`src/rtl/exe_stage.sv`:
```
// Execute stage: latches the ID->EXE bus, runs the ALU or the iterative multiplier,
// issues the data-SRAM request for loads/stores and reports hazard info back to ID.
module exe_stage #(
    parameter int MUL_BITS = 8
) (
    input  logic         clk,
    input  logic         reset,
    input  logic         id_to_exe_valid,
    output logic         exe_allow_in,
    input  logic [153:0] id_to_exe_bus,
    input  logic         mem_allow_in,
    output logic         exe_to_mem_valid,
    output logic [70:0]  exe_to_mem_bus,
    output logic [39:0]  exe_to_id_bus,
    output logic         data_sram_en,
    output logic [3:0]   data_sram_we,
    output logic [31:0]  data_sram_addr,
    output logic [31:0]  data_sram_wdata
);

    localparam int N     = 32 / MUL_BITS;
    localparam int CNT_W = (N > 1) ? $clog2(N) : 1;

    typedef struct packed {
        logic [31:0] pc;
        logic [31:0] rj;
        logic [31:0] rkd;
        logic [31:0] imm;
        logic [11:0] alu_op;
        logic        src1_is_pc;
        logic        src2_is_imm;
        logic        res_from_mem;
        logic        reg_we;
        logic        mem_en;
        logic [3:0]  mem_we;
        logic [4:0]  waddr;
    } id_bus_t;

    typedef enum logic [1:0] {IDLE, BUSY, DONE} mul_state_t;

    id_bus_t     r;
    logic        exe_valid;
    logic        exe_ready_go;
    logic        is_mul;
    mul_state_t  state, state_nxt;
    logic        mul_start, mul_step;

    logic [31:0] mcand, mplier, acc;
    logic [CNT_W-1:0] cnt;
    logic [5:0]  sh;
    logic [MUL_BITS-1:0] chunk;
    logic [31:0] pp;

    logic [31:0] src1, src2;
    logic [31:0] add_res, sub_res, slt_res, sltu_res, and_res, nor_res, or_res;
    logic [31:0] sll_res, srl_res, sra_res, lui_res;
    logic [31:0] alu_result;
    logic        not_ready;

    // Stage valid bit: refills whenever the stage can accept, drops on reset.
    always_ff @(posedge clk) begin
        if (reset)
            exe_valid <= 1'b0;
        else if (exe_allow_in)
            exe_valid <= id_to_exe_valid;
    end

    // Instruction register: data only, loads on an accepted instruction.
    always_ff @(posedge clk) begin
        if (exe_allow_in && id_to_exe_valid)
            r <= id_bus_t'(id_to_exe_bus);
    end

    assign is_mul       = r.alu_op[7];
    assign exe_ready_go = !is_mul || (state == DONE);

    assign exe_allow_in     = !exe_valid || (exe_ready_go && mem_allow_in);
    assign exe_to_mem_valid = exe_valid && exe_ready_go;

    // Multiplier state register.
    always_ff @(posedge clk) begin
        if (reset)
            state <= IDLE;
        else
            state <= state_nxt;
    end

    // Multiplier next state: start on the first EXE cycle of a mul, retire on handoff.
    always_comb begin
        state_nxt = state;
        mul_start = 1'b0;
        mul_step  = 1'b0;
        case (state)
            IDLE: begin
                if (exe_valid && is_mul) begin
                    mul_start = 1'b1;
                    state_nxt = BUSY;
                end
            end
            BUSY: begin
                mul_step = 1'b1;
                if (cnt == CNT_W'(N - 1))
                    state_nxt = DONE;
            end
            DONE: begin
                if (exe_to_mem_valid && mem_allow_in)
                    state_nxt = IDLE;
            end
            default: state_nxt = IDLE;
        endcase
    end

    // One MUL_BITS slice of the multiplier per BUSY cycle, shifted into place.
    assign sh    = 6'(cnt) * 6'(MUL_BITS);
    assign chunk = MUL_BITS'(mplier >> sh);
    assign pp    = mcand * 32'(chunk);

    // Multiplier datapath: operand capture and shift-add accumulation (low 32 bits only).
    always_ff @(posedge clk) begin
        if (reset) begin
            acc <= '0;
            cnt <= '0;
        end else if (mul_start) begin
            mcand  <= src1;
            mplier <= src2;
            acc    <= '0;
            cnt    <= '0;
        end else if (mul_step) begin
            acc <= acc + (pp << sh);
            cnt <= cnt + 1'b1;
        end
    end

    assign src1 = r.src1_is_pc  ? r.pc  : r.rj;
    assign src2 = r.src2_is_imm ? r.imm : r.rkd;

    assign add_res  = src1 + src2;
    assign sub_res  = src1 - src2;
    assign slt_res  = {31'b0, $signed(src1) < $signed(src2)};
    assign sltu_res = {31'b0, src1 < src2};
    assign and_res  = src1 & src2;
    assign nor_res  = ~(src1 | src2);
    assign or_res   = src1 | src2;
    assign sll_res  = src1 << src2[4:0];
    assign srl_res  = src1 >> src2[4:0];
    assign sra_res  = 32'($signed(src1) >>> src2[4:0]);
    assign lui_res  = src2;

    // One-hot result select; the mul slot takes the accumulator.
    always_comb begin
        alu_result = ({32{r.alu_op[0]}}  & add_res)
                   | ({32{r.alu_op[1]}}  & sub_res)
                   | ({32{r.alu_op[2]}}  & slt_res)
                   | ({32{r.alu_op[3]}}  & sltu_res)
                   | ({32{r.alu_op[4]}}  & and_res)
                   | ({32{r.alu_op[5]}}  & nor_res)
                   | ({32{r.alu_op[6]}}  & or_res)
                   | ({32{r.alu_op[7]}}  & acc)
                   | ({32{r.alu_op[8]}}  & sll_res)
                   | ({32{r.alu_op[9]}}  & srl_res)
                   | ({32{r.alu_op[10]}} & sra_res)
                   | ({32{r.alu_op[11]}} & lui_res);
    end

    // Loads and unfinished muls look like load-use hazards to ID.
    assign not_ready = exe_valid && (r.res_from_mem || (is_mul && state != DONE));

    assign exe_to_mem_bus = {r.pc, r.res_from_mem, r.reg_we, r.waddr, alu_result};
    assign exe_to_id_bus  = {exe_valid, exe_valid & r.reg_we, r.waddr, alu_result, not_ready};

    // The memory request goes out only in the handoff cycle, so it fires exactly once.
    assign data_sram_en    = exe_valid && r.mem_en && exe_ready_go && mem_allow_in;
    assign data_sram_we    = data_sram_en ? r.mem_we : 4'b0;
    assign data_sram_addr  = alu_result;
    assign data_sram_wdata = r.rkd;

endmodule

```
`config.mk`:
```
export PLATFORM = sky130hd
export DESIGN_NAME = exe_stage
export DESIGN_NICKNAME = d
export VERILOG_FILES = /design/src/rtl/exe_stage.sv
export SDC_FILE = /design/constraint.sdc
export NUM_CORES = 1
export LEC_CHECK = 0
export BUFFER_PORTS_ARGS = -buffer_cell sky130_fd_sc_hd__buf_2
export CAP_MARGIN = 15
export CORE_MARGIN = 2
export CORE_UTILIZATION = 45
export CTS_CLUSTER_DIAMETER = 150
export DETAILED_ROUTE_END_ITERATION = 8
export GPL_ROUTABILITY_DRIVEN = 0
export SYNTH_ARGS = -nofsm -noshare
export SYNTH_HDL_FRONTEND = slang
export SYNTH_SLANG_ARGS = --single-unit
```
`constraint.sdc`:
```
create_clock -name clk -period 16.9 [get_ports clk]
set_input_delay 5.07 -clock clk [delete_from_list [all_inputs] [get_ports clk]]
set_output_delay 5.07 -clock clk [all_outputs]
set_load 0.01 [all_outputs]
```
==> Word-level counts from Yosys, hierarchy flattened <==
Index checks and enable logic that the tools add are counted.
{ "word_totals": {"regBits": 255, "out_inout_bits": 182} }
{ "classes": {"add_sub_neg": 4, "mul": 1, "magnitude_cmp": 2, "n_eq_ne": 7, "shifts": 5, "muxes": 10, "n_bitwise": 28, "reduce_logical": 19} }
{ "op_table": {"columns": ["op", "n"], "rows": [
  ["32-bit OR", 12],
  ["32-bit AND", 11],
  ["32-bit adder", 2],
  ["32-bit by 1-bit AND with 32-bit output", 2],
  ["32-bit less-than comparator", 2],
  ["32-bit 2-to-1 mux", 2],
  ["32-bit by 5-bit left shift with 32-bit output", 2],
  ["32-bit by 8-bit multiplier with 32-bit output", 1],
  ["32-bit NOT", 1],
  ["32-bit by 5-bit right shift with 32-bit output", 1],
  ["32-bit by 5-bit right shift with 8-bit output", 1],
  ["32-bit by 5-bit >>> shifter with 32-bit output", 1],
  ["32-bit subtractor", 1],
  ["1-bit logical AND", 10],
  ["2-bit 2-to-1 mux", 3],
  ["2-bit != test, second input constant", 3],
  ["2-bit one-hot mux with 3 select lines", 1],
  ["2-bit equality test, second input constant", 2],
  ["4-bit 2-to-1 mux", 1],
  ["1-bit logical OR", 3],
  ["1-bit 2-to-1 mux", 3],
  ["3-bit AND reduction", 1],
  ["2-bit by 1-bit adder with 2-bit output, second input constant", 1],
  ["2-bit by 1-bit equality test with 1-bit output, second input constant", 1],
  ["7 further kinds", 8]
]} }

==> Longest topological paths before layout <==
{ "depth": {"word_depth": 14, "ltp_mapped": 37, "depth_no_buf": 34} }

==> Least setup slack after synthesis <==
No wires, ideal clock.
{ "synth_timing": {"path_type": "input to output", "startpoint": "in mem_allow_in", "endpoint": "out data_sram_we[0]", "arrival_ns": 5.488, "t_required_ns": 11.830, "setup_slack_ns": 6.342, "cell_stages": 2, "n_path_buf": 0, "path_cell_list": "and3_1 and2_1"} }
{ "synth_via": {"elab_chain_len": 2} }
{ "synth_rtl": {"columns": ["element", "line_no", "source"], "rows": [
  ["start: declaration", "11", "input logic mem_allow_in,"],
  ["1-bit logical AND", "172", "assign data_sram_en = exe_valid && r.mem_en && exe_ready_go && mem_allow_in;"],
  ["4-bit 2-to-1 mux", "173", "assign data_sram_we = data_sram_en ? r.mem_we : 4'b0;"],
  ["end: declaration", "16", "output logic [3:0] data_sram_we,"]
]} }
No other way between the ends.

==> Worst setup path in the final report <==
{ "layout_timing": {"startpoint": "reg r[12] in the netlist's numbering", "endpoint": "out exe_to_mem_bus[30]"} }
{ "layout_via": {"elab_chain_len": 14, "word_cells_on_any_way": 29, "cone_classes": "add/sub (2); shift (3); mux (1); bitwise (23)"} }
{ "layout_rtl": {"columns": ["element", "line_no", "source"], "rows": [
  ["start: declaration", "41", "id_bus_t r;"],
  ["start signal: assignment", "71", "r <= id_bus_t'(id_to_exe_bus);"],
  ["32-bit 2-to-1 mux *", "135", "assign src2 = r.src2_is_imm ? r.imm : r.rkd;"],
  ["32-bit adder or 32-bit subtractor (tied branches)", "137, 138", null],
  ["32-bit AND (on tied branches)", "151, 152", null],
  ["32-bit OR", "152", "| ({32{r.alu_op[1]}} & sub_res)"],
  ["32-bit OR", "153", "| ({32{r.alu_op[2]}} & slt_res)"],
  ["32-bit OR", "154", "| ({32{r.alu_op[3]}} & sltu_res)"],
  ["32-bit OR", "155", "| ({32{r.alu_op[4]}} & and_res)"],
  ["32-bit OR", "156", "| ({32{r.alu_op[5]}} & nor_res)"],
  ["32-bit OR", "157", "| ({32{r.alu_op[6]}} & or_res)"],
  ["32-bit OR", "158", "| ({32{r.alu_op[7]}} & acc)"],
  ["32-bit OR", "159", "| ({32{r.alu_op[8]}} & sll_res)"],
  ["32-bit OR", "160", "| ({32{r.alu_op[9]}} & srl_res)"],
  ["32-bit OR", "161", "| ({32{r.alu_op[10]}} & sra_res)"],
  ["32-bit OR *", "162", "| ({32{r.alu_op[11]}} & lui_res);"],
  ["end: declaration", "13", "output logic [70:0] exe_to_mem_bus,"]
]} }
Mark *: on every way between the ends. The rest lies on a longest branch, timed or not.

==> results by group <==
Status
  • Run status: finished, final reports clean

Timing
  • Slew margin rel.: 23.9%
  • Fin. Hold Viols: 0
  • Number of endpoints failing setup at the final stage: 0
  • Final slew viol count: 0
  • FMAX: 0.0900 GHz
  • Slew of the pin with the lowest slew margin: 1.11 ns
  • Fin crit period: 11.11 ns
  • Fin Clk Skew: 0.0186 ns
  • RSZ-0062 raised after global routing: false
  • Final period util: 65.7%
  • Post-Route Setup TNS: 0 ns

Floorplan
  • Initial Util: 45.3%
  • Die H: 247 um
  • Rows: 89
  • CORE AREA: 58700 sq um
  • Die area: 61100 sq um
  • Horiz. Die Dim: 247 um
  • IO Count: 340

Critical path
  • Cell family with most CP delay: compound AO/OA/AOI/OAI gates
  • Worst R2R End: acc[31]
  • Worst path most repeated cell: buf_4
  • CP Max Fanout: 46
  • Critical path, cell by cell: buf_4 -> mux2i_4 -> buf_4 -> inv_2 -> ha_1 -> fa_1 -> nor2_1 -> o311a_1 -> o211ai_1 -> a21oi_1 -> o21ai_0 -> a311oi_1 -> o41ai_2 -> o31a_1 -> o31ai_4 -> mux2i_1 -> a221o_1 -> buf_2
  • Critical path's slowest cell: a311oi_1
  • Crit path required time: 11.83 ns
  • WP depth: 18
  • Bufs and invs on worst path: 4
  • Crit path DAT: 6.04 ns
  • Nature of the critical path startpoint: register
  • R2R cell count: 31
  • Critical path class: register to output pin
  • R2R setup slack: 7.58 ns
  • Critical R2R Launch: cnt[0]
  • Max incr delay on CP: 0.54 ns
  • Crit path capture type: output pin

Synth
  • Seq/Total Area, Yosys: 27.4%
  • Asr flop ratio synth: 0%
  • Netlist area before placement: 26600 sq um
  • Most used DFF post-synth: edfxtp_1
  • Post-synth EDFFs: 218
  • Yosys cell types: 87
  • Mapped Cells: 2979
  • Mean Syn Cell Area: 8.93 sq um
  • Flops & latches, synth: 255
  • Mapped Nets: 3468
  • YS warnings: 0

Global routing
  • Gr usage total: 28.9%
  • First-pass GRT wire length: 135000 um
  • Vias in the first global route: 22400
  • Largest net degree at the start of global routing: 74
  • Initial antenna violation count: 2
  • Total gr overflow: 0

Clock network
  • CTS Buf Count: 28
  • Register clock-pin slew on the reported worst setup and hold paths: 0.06 ns
  • Root buffer cell: clkbuf_16
  • Number of gates resized after cts: 0
  • Clock latency on the worst-skew pair: 0.57 ns
  • CTS Sinks: 255
  • H-tree depth: 1
  • Hold-fix buffers at CTS: 0
  • Post-CTS Repair Setup Buffers: 0
  • CTS tree: built
  • Clock Path Buffers: 3

Power and ir drop
  • Pleak: 12.6 nW
  • Max VDD drop: 0.0978 mV
  • PwrDens: 137 nW/um^2
  • Pwr Total: 3.99 mW

Layout
  • Synth-to-Final Area Change: 9.08%
  • Layout cells sized above 1: 16.6%
  • Most common cell after layout, fill and taps aside: buf_2
  • Final Cell Area: 29000 sq um
  • NumNets Final: 3591
  • Fin cells: 3897
  • Commonest cells after routing, fill and taps aside: buf_2, nand2_1, inv_1, nor2_1, edfxtp_1

Detailed routing
  • Metal3 WL: 7740 um
  • DR top layer: met5
  • Routed Antenna Nets: 0
  • Post-DR wirelength/cell: 23.3 um
  • Vias per inst: 6.04
  • Drt drc: 0
  • Routed vias: 23500
  • 1st-pass router iterations: 9
  • Final wirelength: 90900 um
  • Met2 WL: 40900 um
  • Starting DRC count in detailed routing: 2743
  • Metal-1 WL: 35600 um

Min path
  • Worst hold start: acc[7]
  • Hold Path Class: register to register
  • Hold Path End: acc[7]
  • Hold Path Stages: 2

Placed design
  • # port buffers: 339
  • Post-DP HPWL: 70000 um
  • DP Area: 28000 sq um
  • Placed cell count: 3845

Run
  • Maxcap violations: 0
==> worst max-delay path by stage <==
stage,end,startpoint
finish,exe_to_mem_bus[30],r[12]
global route,exe_to_mem_bus[28],r[12]
CTS,exe_to_mem_bus[28],r[12]
detailed placement,data_sram_we[0],mem_allow_in
global placement,data_sram_we[2],mem_allow_in
floorplan,data_sram_we[0],mem_allow_in
==> report_power, final <==
part / switching (mW) / internal, mW / total, mW
logic: 1.56 / 0.954 / 2.52
clock network: 0.256 / 0.420 / 0.676
registers: 0.0584 / 0.737 / 0.795
total: 1.88 / 2.11 / 3.99
==> cell usage after synthesis (all sizes together), types with 12 or more instances <==
library cell  number  area (sq um)
nand2            320          1200
inv              249           935
nor2             220           826
edfxtp           218          6550
a21oi            216          1080
and2             184          1150
ha               172          2150
buf              167          1180
fa               159          3180
o21ai            148           741
clkbuf           121           455
mux2i             94           953
xnor2             50           445
a211oi            48           370
mux2              48           541
nor3              43           215
a21o              41           308
dfxtp             37           741
nand3             36           180
a22oi             33           248
o21bai            28           210
a221oi            27           243
o211ai            24           180
xor2              19           166
a221o             18           180
nand2b            17           106
nand4             17           106
o22ai             17           106
o221ai            16           140
and3              12          75.1
o21a              12          90.1
or3               12          75.1
==> layout make-up <==
class / instances / area [sq um]
clock buffers: 41 / 842
flip-flops and latches: 255 / 7290
repair buffers: 381 / 2010
clock inverters: 10 / 179
fillers: 5541 / 29700
multi-input cells: 2184 / 16800
diodes: 1 / 2.50
well taps: 773 / 967
inverters: 252 / 946
==> state kept, by name (all words and copies together) (netlist names), 5 cells and up <==
signal,count
mcand,32
exe_to_id_bus,5
acc,32
mplier,32
exe_to_mem_bus,34
r,82
data_sram_wdata,32
==> tightest hold or removal path, cell delays in order (launching register included) <==
cell and delay [ns]:
dfxtp_1 0.34, nand2_1 0.07, a21oi_1 0.05
==> routing by layer <==
| metal | track usage [%] | up-vias |
|---|---|---|
| met2 | 45.3 | 1237 |
| met5 | 0 | - |
| met3 | 5.17 | 279 |
| met4 | 18.2 | 4 |
| met1 | 37.0 | 11400 |
| li1 | - | 10600 |
==> through the flow <==
stage          setup WS [ns]  hold slack (ns)  utilization (%)
3_5_place_dp            6.16            0.489             47.7
3_3_place_gp            6.17            0.477             47.7
4_1_cts                 5.94            0.499             49.5
6_report                5.79            0.501             49.5
2_1_floorplan           6.34            0.443                -
5_1_grt                 5.44            0.529             49.5
==> cells by family (layout without fill, tap and decap cells) <==
group | count (synthesis) | in the layout | share of synthesized area [%]
AO/OA/AOI/OAI | 732 | 732 | 18.3
XOR/XNOR | 69 | 69 | 2.30
adder cells (fa/ha/maj) | 331 | 331 | 20.1
buffers and inverters | 540 | 684 | 9.72
flip-flops | 255 | 255 | 27.4
multiplexers | 151 | 151 | 6.45
other | 0 | 1 | 0
AND/OR/NAND/NOR | 901 | 901 | 15.8
Power figures use the tool's default switching activity.
